$ cat config.mk
export PLATFORM = sky130hd
export DESIGN_NAME = acc_unit
export DESIGN_NICKNAME = d
export VERILOG_FILES = /design/src/rtl/acc_unit.sv
export SDC_FILE = /design/constraint.sdc
export NUM_CORES = 1
export LEC_CHECK = 0
export ABC_CLOCK_PERIOD_IN_PS = 2250
export BUFFER_PORTS_ARGS = -buffer_cell sky130_fd_sc_hd__buf_2
export CAP_MARGIN = 25
export CORE_ASPECT_RATIO = 2
export CORE_UTILIZATION = 47
export CTS_BUF_LIST = sky130_fd_sc_hd__clkbuf_16
export CTS_CLUSTER_DIAMETER = 150
export CTS_CLUSTER_SIZE = 30
export DETAILED_ROUTE_END_ITERATION = 8
export PLACE_DENSITY = 0.85
export SYNTH_ARGS = -nofsm -noshare
export SYNTH_HDL_FRONTEND = slang
export SYNTH_SLANG_ARGS = --single-unit
$ cat constraint.sdc
create_clock -name clk -period 2.25 [get_ports clk]
set_input_delay 0.45 -clock clk [delete_from_list [all_inputs] [get_ports clk]]
set_output_delay 0.45 -clock clk [all_outputs]
set_load 0.02 [all_outputs]
$ cat src/rtl/acc_unit.sv
`timescale 1ns/1ps
`default_nettype none
// acc_unit: ACC/MR/flag register stage with ALU writeback latency tracking and a valid/ready store port.
// Optional ACC_SAT_EN: saturate ACC on overflowing ALU writeback.  Rev 1.0
module acc_unit #(
  parameter int              DW      = 16,
  parameter int              ALU_LAT = 1,
  parameter logic [DW-1:0]   ACC_RST = '0
) (
  input  logic          clk,
  input  logic          rst,
  input  logic          cmd_valid,
  input  logic [2:0]    cmd,
  output logic          cmd_ready,
  input  logic [DW-1:0] br_data,
  input  logic [DW-1:0] alu2acc,
  input  logic [DW-1:0] mr_data,
  input  logic [3:0]    alu_flags,
  output logic [DW-1:0] acc2alu,
  output logic          acc_alu_io_rw,
  output logic [DW-1:0] mr_q,
  output logic [3:0]    flags,
  output logic          mem_wr_valid,
  input  logic          mem_wr_ready,
  output logic [DW-1:0] mem_wr_data
);

  localparam logic [2:0] CMD_LOAD_BR = 3'd1;
  localparam logic [2:0] CMD_ALU_WB  = 3'd2;
  localparam logic [2:0] CMD_STORE   = 3'd3;
  localparam logic [2:0] CMD_MR2ACC  = 3'd4;
  localparam logic [3:0] LAT_M1      = 4'(ALU_LAT - 1);

  typedef enum logic [1:0] {
    IDLE     = 2'd0,
    ALU_WAIT = 2'd1,
    STORE    = 2'd2
  } state_t;

  state_t          state;
  state_t          state_nxt;
  logic            take;
  logic            capture;
  logic [3:0]      cnt;
  logic            pre_sign;
  logic [DW-1:0]   acc;
  logic [DW-1:0]   wb_val;
  logic [3:0]      wb_flags;

  assign acc2alu = acc;

  always_ff @(posedge clk) begin
    if (rst) state <= IDLE;
    else     state <= state_nxt;
  end

  always_comb begin
    state_nxt     = state;
    take          = 1'b0;
    capture       = 1'b0;
    cmd_ready     = (state == IDLE);
    acc_alu_io_rw = (state == ALU_WAIT);
    mem_wr_valid  = (state == STORE);
    case (state)
      IDLE: begin
        if (cmd_valid) begin
          take = 1'b1;
          case (cmd)
            CMD_ALU_WB: state_nxt = ALU_WAIT;
            CMD_STORE:  state_nxt = STORE;
            default:    state_nxt = IDLE;
          endcase
        end
      end
      ALU_WAIT: begin
        if (cnt == 4'd0) begin
          capture   = 1'b1;
          state_nxt = IDLE;
        end
      end
      STORE: begin
        if (mem_wr_ready) state_nxt = IDLE;
      end
      default: state_nxt = IDLE;
    endcase
  end

  // Saturation direction follows the ACC sign sampled when the ALU op was issued.
  always_comb begin
    wb_val   = alu2acc;
    wb_flags = alu_flags;
`ifdef ACC_SAT_EN
    if (alu_flags[2]) begin
      wb_val   = pre_sign ? {1'b1, {(DW-1){1'b0}}} : {1'b0, {(DW-1){1'b1}}};
      wb_flags = {alu_flags[3], 1'b1, (wb_val == '0), wb_val[DW-1]};
    end
`endif
  end

  always_ff @(posedge clk) begin
    if (rst) begin
      acc         <= ACC_RST;
      mr_q        <= '0;
      flags       <= 4'b0010;
      cnt         <= 4'd0;
      pre_sign    <= 1'b0;
      mem_wr_data <= '0;
    end else begin
      if (take) begin
        case (cmd)
          CMD_LOAD_BR: begin
            acc   <= br_data;
            flags <= {2'b00, (br_data == '0), br_data[DW-1]};
          end
          CMD_ALU_WB: begin
            pre_sign <= acc[DW-1];
            cnt      <= LAT_M1;
          end
          CMD_STORE:   mem_wr_data <= acc;
          CMD_MR2ACC: begin
            acc   <= mr_q;
            flags <= {2'b00, (mr_q == '0), mr_q[DW-1]};
          end
          default: ;
        endcase
      end
      if (state == ALU_WAIT && cnt != 4'd0) cnt <= cnt - 4'd1;
      if (capture) begin
        acc   <= wb_val;
        flags <= wb_flags;
        if (alu_flags[3]) mr_q <= mr_data;
      end
    end
  end

endmodule
`default_nettype wire

==> results of run 1 <==
-- routing by layer --
layer	up-vias	track usage	routed length, µm
met3	26	0.0606	337
met4	0	0.190	330
li1	1275	-	-
met1	1154	0.259	2540
met2	105	0.443	3670
met5	-	0	0
-- final timing paths --
path	start	end	slack, ps
setup reg to reg	cnt[0]	acc2alu[13]	260
hold / removal	alu_flags[0]	flags[0]	320
hold reg to reg	flags[3]	flags[3]	450
setup / recovery	cnt[0]	acc2alu[13]	260
-- flip-flops by register name, summed over array words and instances (netlist names) --
register,cells
cnt,4
flags,4
acc2alu,16
state,2
mem_wr_data,16
mr_q,16
-- logic make-up after synthesis --
group	synth area share
adder cells (fa/ha/maj)	0.00495
AO/OA/AOI/OAI	0.138
flip-flops	0.460
buffers and inverters	0.0391
multiplexers	0.123
AND/OR/NAND/NOR	0.235
-- layout by cell type, fill, tap and decap left out, types with 8 or more instances in the layout --
cell type	instances
o21ai_1	11
nor4_1	8
dfxtp_1	58
buf_2	113
nand3_1	18
nor2_1	29
mux2i_1	31
nand2_1	54
o21ai_0	24
clkbuf_16	9
a21oi_1	20
-- stage by stage --
stage / std cells / power [mW] / instance area, µm² / worst slack, ps / hold slack, ps
after global placement: 461 / 1.31 / 3110 / 316 / 443
after global routing: 477 / 2.78 / 3420 / 88.3 / 334
after detailed placement: 461 / 1.31 / 3110 / 212 / 445
final: 477 / 2.70 / 3420 / 258 / 323
after floorplan: 305 / 1.21 / 2520 / 445 / 470
after CTS: 477 / 2.72 / 3420 / 160 / 317
-- worst min-delay path, stage by stage --
cell,delay [ps]
buf_2,80
nand2_1,40
o21ai_0,50
-- cells in the mapped netlist (2+ instances only) --
| master | count | area (µm²) |
|---|---|---|
| buf_2 | 7 | 35.0 |
| nor2_2 | 2 | 12.5 |
| a21oi_1 | 20 | 100 |
| nor4_1 | 8 | 50.1 |
| mux2i_1 | 31 | 310 |
| nor2b_1 | 2 | 12.5 |
| dfxtp_1 | 58 | 1160 |
| clkbuf_1 | 11 | 41.3 |
| nand2_1 | 55 | 206 |
| nor3_1 | 4 | 20.0 |
| nand3_1 | 18 | 90.1 |
| a221oi_1 | 2 | 17.5 |
| o21ai_0 | 24 | 120 |
| o21ai_1 | 11 | 55.1 |
| nand2b_1 | 4 | 25.0 |
| inv_1 | 3 | 11.3 |
| nor2_1 | 29 | 109 |
-- final cells by class --
| class | instances | area, µm² | area share |
|---|---|---|---|
| tap | 58 | 72.6 | 0.0212 |
| clock inverter | 7 | 85.1 | 0.0249 |
| multi-input combinational | 225 | 1270 | 0.371 |
| sequential | 58 | 1160 | 0.340 |
| timing repair buffer | 117 | 596 | 0.174 |
| clock buffer | 9 | 225 | 0.0659 |
| inverter | 3 | 11.3 | 0.00329 |
-- where the power goes --
group          internal [mW]  switching (mW)
combinational         0.0957           0.132
sequential              1.05          0.0154
clock                  0.954           0.452
==> qor.yml, run 1 <==
timing:
  setup-tns-final_ps: 0
  post-route-period-util: 0.885
  finalCriticalPeriod_ps: 1990
  fmax_ghz: 0.502
  hold_viol_final: 0
  finalSetupViolCount: 0
  rsz0062_at_grt: "false"
  slew_viol_final: 0
  fin_skew_ps: 10.4
  worst_slew_pin_slew_ps: 522
  slew_headroom: 0.652
clock_network:
  htreeDepth: 3
  hold_buffers: 0
  clock_latency_ps: 330
  post_cts_resized: 0
  clk_path_buf_depth: 2
  clk_pin_slew_ps: 50
  cts_sinks: 58
  cts_root_buf: "clkbuf_16"
  numCtsBuffers: 9
  cts_setup_buffers: 0
  cts_tree: "done"
global_route:
  grt_antenna_before_repair: 0
  grt_max_degree: 32
  grt-ovfl-total: 0
  grt_pass1_vias: 2448
  grt_usage: 0.262
  grt_pass1_wl_um: 10700
floorplan:
  io_pins: 114
  die_area_um2: 5690
  fp.dieH_um: 106
  fp.dieW_um: 53.8
  start_util: 0.491
  rows: 37
  core_um2: 5140
worst_setup_path:
  crit_arrival_ps: 2230
  worst_setup_path_end_kind: "flip-flop"
  r2r_cells: 7
  crit_chain: "inv_1 > ha_1 > or3b_1 > nor2_2 > nor2_2 > or2_4 > o21ai_0"
  worstSetupPathType: "flip-flop to flip-flop"
  required_ps: 2480
  crit_slowest_cell: "or3b_1"
  cpLargestDelayFamily: "simple AND/OR/NAND/NOR gates"
  worst_path_most_repeated_cell: "nor2_2"
  cp_max_fo: 15
  critPathBufInv: 1
  cp-start-kind: "flip-flop"
  critPathMaxStageDelay_ps: 430
  crit_cells: 7
power:
  ir_worst_vdd_mv: 0.673
  p_leak_nw: 1.77
  powerDensity_nw_per_um2: 789
synth:
  yosysSeqAreaShare: 0.460
  synth_cell_types: 33
  synth_area_um2: 2520
  netlist_instances: 305
  ys_ff_latch: 58
  synth-main-ff-cell: "dfxtp_1"
  yosysWarnings: 0
  synth-edff-count: 0
  avgSynthCellArea_um2: 8.28
  async_reset_ff_frac: 0
  synth_nets: 365
hold_path:
  hp-class: "input pin to flip-flop"
  hold_depth: 3
finish:
  fill_cells: 453
  antenna_cells: 0
  final_nets: 474
  final_core_util: 0.665
  area_growth_pct: 35.4
  layout-drive-gt1-share: 0.334
place:
  gp_congestion: 0.838
  post-dp-hpwl_um: 5280
  io_buffers: 113
run:
  max-cap-violations: 0
detailed_routing:
  routed_wl_um: 6880
  vias: 2560
  drt_iter0_markers: 60
  post-route-drc-count: 0
  dr.pass1.iters: 4
  wl_per_cell_um: 14.4
  via_per_inst: 5.37
  route.antenna.remaining_nets: 0
status:
  outcome: "complete, no violations"
Note: power is estimated with default switching activity, not from simulation.
==> run 2, diff against run 1 <==
CELL_PAD_IN_SITES_DETAIL_PLACEMENT = 1   (was default)
CELL_PAD_IN_SITES_GLOBAL_PLACEMENT = 2   (was default)
CORE_UTILIZATION = 25   (was 47)
PLACE_DENSITY = 0.83   (was 0.85)
==> run 2 against run 1 <==
Compared with the run above: final cell count rose by 16%; power decreased by 4.6%; die area up 85%; register-to-register slack got worse by 30 ps; sequential power is essentially flat; critical endpoint is now mr_q[1]; largest power group unchanged; highest routed layer unchanged.
==> qor.yml, run 2 (same netlist as run 1, synthesis figures left out) <==
status:
  outcome: "complete, no violations"
timing:
  hold_viol_final: 0
  post-route-period-util: 0.901
  fmax_ghz: 0.494
  worst_slew_pin_slew_ps: 552
  fin_hold_ws_ps: 342
  finalCriticalPeriod_ps: 2030
  slew_headroom: 0.631
  fin_skew_ps: 4.20
  finalSetupViolCount: 0
  slew_viol_final: 0
  setup-tns-final_ps: 0
  rsz0062_at_grt: "false"
run:
  max-cap-violations: 0
hold_path:
  hp-class: "input pin to flip-flop"
place:
  io_buffers: 113
  post-dp-hpwl_um: 6900
  gp_congestion: 0.878
  placed_area_um2: 3210
power:
  clkPwrFrac: 0.495
  power_frac_comb: 0.091
  ir_worst_vdd_mv: 0.342
  powerDensity_nw_per_um2: 740
  p_leak_nw: 1.76
  switchingPower_mw: 0.598
  p_int_mw: 1.98
  seq_power_share: 0.414
  swShare: 0.232
detailed_routing:
  wl_per_cell_um: 15.3
  post-route-drc-count: 0
  routed_wl_um: 8430
  via_per_inst: 4.62
  route.antenna.remaining_nets: 0
  dr.pass1.iters: 4
  vias: 2545
  drt_iter0_markers: 72
worst_setup_path:
  rrSetupSlack_ps: 220
  critPathMaxStageDelay_ps: 440
  required_ps: 2440
  crit_arrival_ps: 2210
  worst_setup_path_end_kind: "flip-flop"
  worst_path_most_repeated_cell: "nand2_1"
  worstSetupPathType: "flip-flop to flip-flop"
  cpLargestDelayFamily: "simple AND/OR/NAND/NOR gates"
  crit_chain: "inv_1 > ha_1 > or3b_1 > nor2_2 > nand2_1 > nand2_1 > a21oi_1"
  cp_max_fo: 17
  critPathBufInv: 1
  crit_slowest_cell: "or3b_1"
  cp-start-kind: "flip-flop"
clock_network:
  cts_tree: "done"
  cts_sinks: 58
  clk_pin_slew_ps: 50
  clk_path_buf_depth: 2
  clock_latency_ps: 320
  numCtsBuffers: 9
  hold_buffers: 0
  post_cts_resized: 0
  cts_setup_buffers: 0
  htreeDepth: 3
  cts_root_buf: "clkbuf_16"
floorplan:
  core_um2: 9760
  rows: 51
  start_util: 0.259
  io_pins: 114
  fp.dieH_um: 144
  die_area_um2: 10500
  fp.dieW_um: 73.1
finish:
  area_growth_pct: 37.9
  antenna_cells: 0
  layout-drive-gt1-share: 0.329
  layout_commonest_cell: "buf_2"
  final_cell_mix: "buf_2, dfxtp_1, nand2_1"
  fin_area_um2: 3480
  final_nets: 475
global_route:
  grt_pass1_vias: 2542
  grt_antenna_before_repair: 0
  grt_usage: 0.167
  grt-ovfl-total: 0
  grt_pass1_wl_um: 13000
  grt_max_degree: 32
[run 2: changes by cell type in the layout (fill, tap and decap cells not counted)]
cell	before	now
clkinvlp_4	1	0
nand2_1	54	55
bufinv_16	2	1
inv_1	4	5
buf_4	4	5
nand2_2	1	0
[run 2: routing by layer]
layer	wire [µm]	global-route usage	up-vias
met2	4760	0.317	79
met3	345	0.0328	13
met4	194	0.0753	0
met5	0	0	-
li1	-	-	1273
met1	3130	0.170	1180
[run 2: worst paths after layout]
| path | cells after the start | startpoint | to |
|---|---|---|---|
| worst min register to register | 2 | flags[3] | flags[3] |
| worst max register to register | 7 | cnt[0] | mr_q[1] |
| worst min-delay path | 3 | alu2acc[15] | acc2alu[15] |
| worst max-delay path | 7 | cnt[0] | mr_q[1] |
[run 2: worst min-delay path: cells and delay by family]
| family | cells | cell delay, ps |
|---|---|---|
| AOI/OAI and AO/OA | 1 | 60 |
| buffers and inverters | 1 | 80 |
| and+or+nand+nor | 1 | 40 |
[run 2: through the flow]
stage / instances / utilization / worst slack [ps] / total power [mW]
finish: 551 / 0.357 / 224 / 2.58
global route: 551 / 0.357 / 32.6 / 2.67
CTS: 551 / 0.357 / 191 / 2.61
detailed placement: 536 / 0.328 / 195 / 1.32
global placement: 536 / 0.328 / 295 / 1.32
floorplan: 305 / - / 445 / 1.21
[run 2: cell type report]
class                   instances  area (µm²)
repair buffers                118         603
clock buffers                   9         225
flip-flops and latches         58        1160
fillers                      1208        6280
inverters                       3        11.3
clock inverters                 6        51.3
well taps                     132         165
multi-input cells             225        1260
[run 2: power by group through the flow]
stage	registers, mW	logic, mW	clock network [mW]
2_1_floorplan	1.11	0.105	0
3_3_place_gp	1.09	0.232	0
3_5_place_dp	1.09	0.237	0
4_1_cts	1.07	0.238	1.30
5_1_grt	1.07	0.258	1.35
6_report	1.07	0.234	1.28
